### config.mk
export PLATFORM = sky130hd
export DESIGN_NAME = lsu_ctrl
export DESIGN_NICKNAME = d
export VERILOG_FILES = /design/src/rtl/lsu_ctrl.sv
export SDC_FILE = /design/constraint.sdc
export NUM_CORES = 1
export LEC_CHECK = 0
export ABC_AREA = 1
export BUFFER_PORTS_ARGS = -buffer_cell sky130_fd_sc_hd__clkbuf_2
export CAP_MARGIN = 10
export CORE_MARGIN = 2
export CORE_UTILIZATION = 40
export CTS_CLUSTER_DIAMETER = 150
export CTS_CLUSTER_SIZE = 28
export DETAILED_ROUTE_END_ITERATION = 8
export HOLD_SLACK_MARGIN = 0.05
export PLACE_DENSITY = 0.68
export SLEW_MARGIN = 5
export SYNTH_ARGS = -nofsm -noshare
export SYNTH_HDL_FRONTEND = slang
export SYNTH_SLANG_ARGS = --single-unit
### constraint.sdc
create_clock -name clk_i -period 4.4 [get_ports clk_i]
set_clock_uncertainty 0.05 [all_clocks]
set_input_delay 0.44 -clock clk_i [delete_from_list [all_inputs] [get_ports clk_i]]
set_output_delay 0.44 -clock clk_i [all_outputs]
set_load 0.01 [all_outputs]
### src/rtl/lsu_ctrl.sv
// Load/store controller between the MEM stage and a word-addressed synchronous-read data memory.
// Handles byte/half/word RV32I accesses with read-modify-write for sub-word stores.
module lsu_ctrl #(
  parameter int NumEntries = 31,
  parameter int IdxWidth   = $clog2(NumEntries)
) (
  input  logic                clk_i,
  input  logic                reset_i,
  input  logic                req_valid_i,
  output logic                req_ready_o,
  input  logic                req_we_i,
  input  logic [2:0]          req_funct3_i,
  input  logic [31:0]         req_addr_i,
  input  logic [31:0]         req_wdata_i,
  output logic                rsp_valid_o,
  output logic [31:0]         rsp_rdata_o,
  output logic                rsp_err_o,
  output logic                mem_wr_valid_o,
  output logic [IdxWidth-1:0] mem_wr_addr_o,
  output logic [31:0]         mem_wr_data_o,
  output logic                mem_rd_valid_o,
  output logic [IdxWidth-1:0] mem_rd_addr_o,
  input  logic [31:0]         mem_rd_data_i
);

  typedef enum logic [2:0] {IDLE, LOAD_RD, STORE_RD, STORE_WR, RESP} state_t;

  state_t              r_state, w_next;
  logic [IdxWidth-1:0] r_idx;
  logic [1:0]          r_lane;
  logic [2:0]          r_funct3;
  logic [31:0]         r_wdata;
  logic [31:0]         r_rdata;
  logic                r_err;

  logic        w_accept, w_f3_ok, w_align_ok, w_range_ok, w_illegal;
  logic [7:0]  w_ld_byte;
  logic [15:0] w_ld_half;
  logic [31:0] w_ld_ext, w_merged;

  assign w_accept = req_valid_i && (r_state == IDLE);

  always_comb begin
    w_f3_ok = 1'b0;
    if (req_we_i) w_f3_ok = req_funct3_i inside {3'b000, 3'b001, 3'b010};
    else          w_f3_ok = req_funct3_i inside {3'b000, 3'b001, 3'b010, 3'b100, 3'b101};
    w_align_ok = 1'b1;
    case (req_funct3_i[1:0])
      2'b01:   w_align_ok = ~req_addr_i[0];
      2'b10:   w_align_ok = (req_addr_i[1:0] == 2'b00);
      default: w_align_ok = 1'b1;
    endcase
    // Range is judged on the full word address so out-of-range words can never alias.
    w_range_ok = (req_addr_i[31:2] < 30'(NumEntries));
    w_illegal  = ~(w_f3_ok & w_align_ok & w_range_ok);
  end

  always_comb begin
    w_ld_byte = mem_rd_data_i[7:0];
    case (r_lane)
      2'd0: w_ld_byte = mem_rd_data_i[7:0];
      2'd1: w_ld_byte = mem_rd_data_i[15:8];
      2'd2: w_ld_byte = mem_rd_data_i[23:16];
      2'd3: w_ld_byte = mem_rd_data_i[31:24];
      default: w_ld_byte = mem_rd_data_i[7:0];
    endcase
    w_ld_half = r_lane[1] ? mem_rd_data_i[31:16] : mem_rd_data_i[15:0];
    case (r_funct3)
      3'b000:  w_ld_ext = {{24{w_ld_byte[7]}}, w_ld_byte};
      3'b100:  w_ld_ext = {24'd0, w_ld_byte};
      3'b001:  w_ld_ext = {{16{w_ld_half[15]}}, w_ld_half};
      3'b101:  w_ld_ext = {16'd0, w_ld_half};
      default: w_ld_ext = mem_rd_data_i;
    endcase
  end

  always_comb begin
    w_merged = mem_rd_data_i;
    if (r_funct3[1:0] == 2'b00) begin
      case (r_lane)
        2'd0: w_merged[7:0]   = r_wdata[7:0];
        2'd1: w_merged[15:8]  = r_wdata[7:0];
        2'd2: w_merged[23:16] = r_wdata[7:0];
        2'd3: w_merged[31:24] = r_wdata[7:0];
        default: w_merged = mem_rd_data_i;
      endcase
    end else if (r_lane[1]) begin
      w_merged[31:16] = r_wdata[15:0];
    end else begin
      w_merged[15:0] = r_wdata[15:0];
    end
  end

  always_comb begin
    w_next = r_state;
    case (r_state)
      IDLE: begin
        if (w_accept) begin
          if (w_illegal)                        w_next = RESP;
          else if (!req_we_i)                   w_next = LOAD_RD;
          else if (req_funct3_i[1:0] == 2'b10)  w_next = STORE_WR;
          else                                  w_next = STORE_RD;
        end
      end
      LOAD_RD:  w_next = RESP;
      STORE_RD: w_next = STORE_WR;
      STORE_WR: w_next = RESP;
      RESP:     w_next = IDLE;
      default:  w_next = IDLE;
    endcase
  end

  always_ff @(posedge clk_i or posedge reset_i) begin
    if (reset_i) begin
      r_state  <= IDLE;
      r_idx    <= '0;
      r_lane   <= '0;
      r_funct3 <= '0;
      r_wdata  <= '0;
      r_rdata  <= '0;
      r_err    <= 1'b0;
    end else begin
      r_state <= w_next;
      case (r_state)
        IDLE: begin
          if (w_accept) begin
            r_idx    <= req_addr_i[IdxWidth+1:2];
            r_lane   <= req_addr_i[1:0];
            r_funct3 <= req_funct3_i;
            r_wdata  <= req_wdata_i;
            r_rdata  <= '0;
            r_err    <= w_illegal;
          end
        end
        LOAD_RD:  r_rdata <= w_ld_ext;
        STORE_RD: r_wdata <= w_merged;
        default: ;
      endcase
    end
  end

  assign req_ready_o    = (r_state == IDLE);
  assign rsp_valid_o    = (r_state == RESP);
  assign rsp_rdata_o    = r_rdata;
  assign rsp_err_o      = r_err;
  assign mem_rd_valid_o = (r_state == LOAD_RD) || (r_state == STORE_RD);
  assign mem_wr_valid_o = (r_state == STORE_WR);
  assign mem_rd_addr_o  = r_idx;
  assign mem_wr_addr_o  = r_idx;
  assign mem_wr_data_o  = r_wdata;

endmodule

## Word level (Yosys, flattened, before mapping)

Cells that the tools add are included.

| operators by class | value |
|---|---|
| bitwise logic cells | 4 |
| muxes and demuxes | 21 |
| reductions and logical operators | 18 |
| equality and inequality tests | 19 |
| magnitude comparators | 1 |

Operators with widths:

| cell | count |
|---|---|
| $pmux W32 S2 | 2 |
| $pmux W32 S4 | 1 |
| $mux W32 | 3 |
| $mux W16 | 3 |
| $mux W8 | 4 |
| $pmux W8 S4 | 1 |
| $lt A30 B5 Y1 const B | 1 |
| $eq A3 B3 Y1 const B | 5 |
| $eq A3 B1 Y1 const B | 3 |
| $eq A3 B2 Y1 const B | 3 |
| $logic_not A3 Y1 | 3 |
| $pmux W3 S3 | 1 |
| $eq A2 B2 Y1 const B | 3 |
| $logic_not A2 Y1 | 3 |
| $mux W3 | 2 |
| $ne A3 B3 Y1 const B | 2 |
| $reduce_and A2 Y1 | 3 |
| $reduce_bool A5 Y1 | 1 |
| $eq A2 B1 Y1 const B | 2 |
| $reduce_and A4 Y1 | 1 |
| $reduce_bool A2 Y1 | 2 |
| $reduce_and A3 Y1 | 1 |
| $reduce_bool A3 Y1 | 1 |
| $and A1 B1 Y1 | 2 |
| other kinds (8) | 10 |

| storage, ports and cells | value |
|---|---|
| logic and storage cells | 72 |
| output and inout port bits | 79 |
| register bits after elaboration | 78 |

## Longest topological paths before layout

| logic depth | value |
|---|---|
| word-level depth | 8 |
| depth in mapped cells | 11 |
| gate-level depth less buffers | 9 |

## Least setup slack after synthesis

No wires, ideal clock.

| timing path | value |
|---|---|
| path kind | register to output |
| start point | reg r_state[0] |
| end point | out mem_rd_valid_o |
| path slack | 2.652 ns |
| arrival time | 1.258 ns |
| required time | 3.910 ns |
| stages on the path, launching flop included | 5 |
| cell sequence | dfrtp_1 > nor3_4 > inv_2 > clkbuf_1 > nand2_1 |

| on the way | value |
|---|---|
| cells in the longest elaborated chain, start to end | 2 |

Ends and longest elaborated chain:

| item | RTL line | text |
|---|---|---|
| from (decl) | 28 | `state_t r_state, w_next;` |
| from (signal assigned) | 123 | `r_state <= w_next;` |
| $eq A3 B1 Y1 / $eq A3 B2 Y1 (equally long branches) | 146 | `assign mem_rd_valid_o = (r_state == LOAD_RD) \|\| (r_state == STORE_RD);` |
| $logic_or A1 B1 Y1 * | 146 |  |
| to (decl) | 21 | `output logic mem_rd_valid_o,` |

Mark *: on every way between the ends. The rest lies on a longest branch, timed or not.

## Worst setup path in the final report

| timing path | value |
|---|---|
| start point | reg r_funct3[1] |
| end point | reg r_rdata[31] (netlist: rsp_rdata_o[31]) |

| on the way | value |
|---|---|
| cells in the longest elaborated chain, start to end | 3 |

Ends and longest elaborated chain:

| item | RTL line | text |
|---|---|---|
| from (decl) | 31 | `logic [2:0] r_funct3;` |
| from (signal assigned) | 129 | `r_funct3 <= req_funct3_i;` |
| $eq A3 B3 Y1, or another cell as far along | 68 | `case (r_funct3)` |
| $pmux W32 S4 * | 68 |  |
| $pmux W32 S2 * | 124 | `case (r_state)` |
| to (signal assigned) | 135 | `LOAD_RD: r_rdata <= w_ld_ext;` |
| to (decl) | 33 | `logic [31:0] r_rdata;` |

Marks and branches as above.
A chain may end at the register's enable or synchronous reset.

==> results.cfg <==
[outcome]
status = complete, no violations

[clocking]
postCtsSetupRepairBufs = 0
path_clk_slew_ns = 0.06
root_buffer = clkbuf_16
cts_hold_buf = 0
cts_sinks = 78
cts_resized = 0
cts_buffer_depth = 2
tritoncts = yes
numCtsBuffers = 9
clock_latency_ns = 0.34
htreeDepth = 3

[floorplanning]
rows = 39
core_area_sq_mm = 0.0114
ios = 182
die_h_microns = 112
start_util = 0.407
die_width_microns = 112
design.die.area_sq_mm = 0.0124

[synth]
synth_nets = 779
synth_cell_types = 28
ys_ff_latch = 78
synth-simple-area-share = 0.298
netlist_instances = 673
yosys.area_share.xor_xnor = 0
synth_adder_area_share = 0.00811
ys_seq_area_frac = 0.422
synth_top_family_by_area = simple AND/OR/NAND/NOR gates
syn-cell-area_sq_mm = 0.00463
synthTopCellsByArea = dfrtp_1 42%, nand2_1 22%, a21oi_1 5.6%
synth_top_area_cell = dfrtp_1
synth_compound_area_frac = 0.179
synthMuxAreaShare = 0
yosysTopAreaCellShare = 0.422
yosys_warnings = 0
avgSynthCellArea_sq_um = 6.88

[setup_path]
critPathArrivalTime_ns = 3.10
crit_chain = nor2_1 > inv_1 > nor2_1 > nand2_1 > nand2_2 > nand2_1 > nand2_1
required_ns = 4.62
startpoint_type = flip-flop
cp_slowest_cell = nor2_1
worstPathMaxFanout = 26
cp_top_family = simple AND/OR/NAND/NOR gates
crit_path_frequent_cell = nand2_1
r2r_cells = 7
end_kind = flip-flop
r2r_slack_ns = 1.52
r2r_start = r_funct3[1]
crit_buf_inv = 1
criticalPathCategory = reg2reg
r2r-end = rsp_rdata_o[31]
critical-path-max-stage-delay_ns = 0.76

[worst_hold_path]
hp-class = in2async

[detailed_routing]
drt-initial-drc-count = 409
finalWirelength_microns = 14700
dr.pass1.iters = 5
vias_per_cell = 5.00
drc = 0
num_vias = 4882
wl_per_cell_microns = 15.1
ant_nets = 0

[sta]
fmax_mhz = 347
fin_crit_ns = 2.88
report.final.slew_viol_count = 0
rsz0062_at_grt = no
finalSetupViolCount = 0
report.final.hold_viol_count = 0
fin_crit_sh = 0.655
setup_slack_ns = 1.52
max-slew-margin-rel = 0.275
tns_ns = 0
worst_slew_pin_slew_ns = 1.09

[global_routing]
grt_max_degree = 42
grt_pass1_wl_microns = 23000
grt-ovfl-total = 0
track_usage = 0.235
first_global_vias = 4610
antenna_found_initial = 0

[layout]
layout_commonest_cell = nand2_1
finalNetCount = 935
synthToLayoutAreaGrowth_pct = 26.3
final_cell_mix = 268 x nand2_1, 181 x clkbuf_2, 78 x dfrtp_1, 58 x inv_1, 52 x a21oi_1
antenna_cells = 0
drive_gt1_frac = 0.259
layout.cells.non_filler = 977

[place]
gp_congestion = 0.934
port_buffers = 181
hpwlAfterDp_microns = 11400
dp_slack_ns = 1.62
dp_cells = 961

[power]
vdd_drop_max_mv = 0.282
power.total_uw = 3210
p_leak_uw = 0.00336
cellPowerDensity_mw_per_mm2 = 549

[run]
max_cap_viol_count = 0
## worst max path at each step
stage | end | startpoint | cells past startpoint
floorplan | mem_rd_addr_o[0] | reset_i | 1
global placement | mem_wr_data_o[11] | r_funct3[1] | 9
detailed placement | mem_wr_data_o[15] | r_funct3[1] | 9
CTS | rsp_rdata_o[31] | r_funct3[1] | 7
global route | rsp_rdata_o[28] | r_lane[1] | 8
finish | rsp_rdata_o[31] | r_funct3[1] | 7
## layout make-up
type                    instances  area [sq um]
clock buffers                  11           233
clock inverters                 5          60.1
fillers                      1212          5520
inverters                      64           241
multi-input cells             491          2240
flip-flops and latches         78          1950
well taps                     143           179
repair buffers                185           936
## sequential cells by signal, summed over array words and instances, names as in the netlist
signal and flops:
mem_wr_data_o 32, r_funct3 3, mem_rd_addr_o 5, r_state 3, rsp_err_o 1, r_lane 2
rsp_rdata_o 32
## metrics by stage
step | hold slack, ns | cell area, sq um | utilization
3_3_place_gp | 0.417 | 5550 | 0.488
4_1_cts | 0.136 | 5850 | 0.514
2_1_floorplan | 0.425 | 4630 | -
6_report | 0.0992 | 5850 | 0.514
3_5_place_dp | 0.415 | 5550 | 0.488
5_1_grt | 0.154 | 5850 | 0.514
## report_power, final
part	switching (uW)	internal, uW
registers	231	918
clock network	299	440
logic	881	442
## cells by family (layout without fill, tap and decap cells)
kind of cell | Yosys count | in the layout
simple gates | 346 | 346
flops | 78 | 78
fa+ha+maj | 3 | 3
compound gates | 142 | 142
buf+inv | 104 | 265
## per-layer routing
metal / up-vias / share of wire / wire [microns] / global-route usage
met4: 0 / 0.030 / 444 / 0.0864
met2: 224 / 0.46 / 6840 / 0.390
met3: 31 / 0.083 / 1220 / 0.0604
met1: 2166 / 0.42 / 6240 / 0.297
met5: - / 0 / 0 / 0
li1: 2461 / - / - / -
## cells in the mapped netlist
library cell,n
o21ai_0,37
buf_6,1
nor3_1,2
nand2_2,1
nor2_4,1
inv_1,59
a21oi_1,52
and2_0,1
nand3_1,22
ha_1,3
o211ai_1,31
nor3_4,1
o21a_1,6
a31oi_4,1
buf_2,6
buf_4,7
nand2_1,268
o21ai_1,7
or2_2,5
nor2_1,42
buf_1,2
nand3_2,1
o22ai_1,8
inv_2,5
clkbuf_1,24
nor2_2,1
dfrtp_1,78
nand4_1,1
Note: power is estimated with default switching activity, not from simulation.
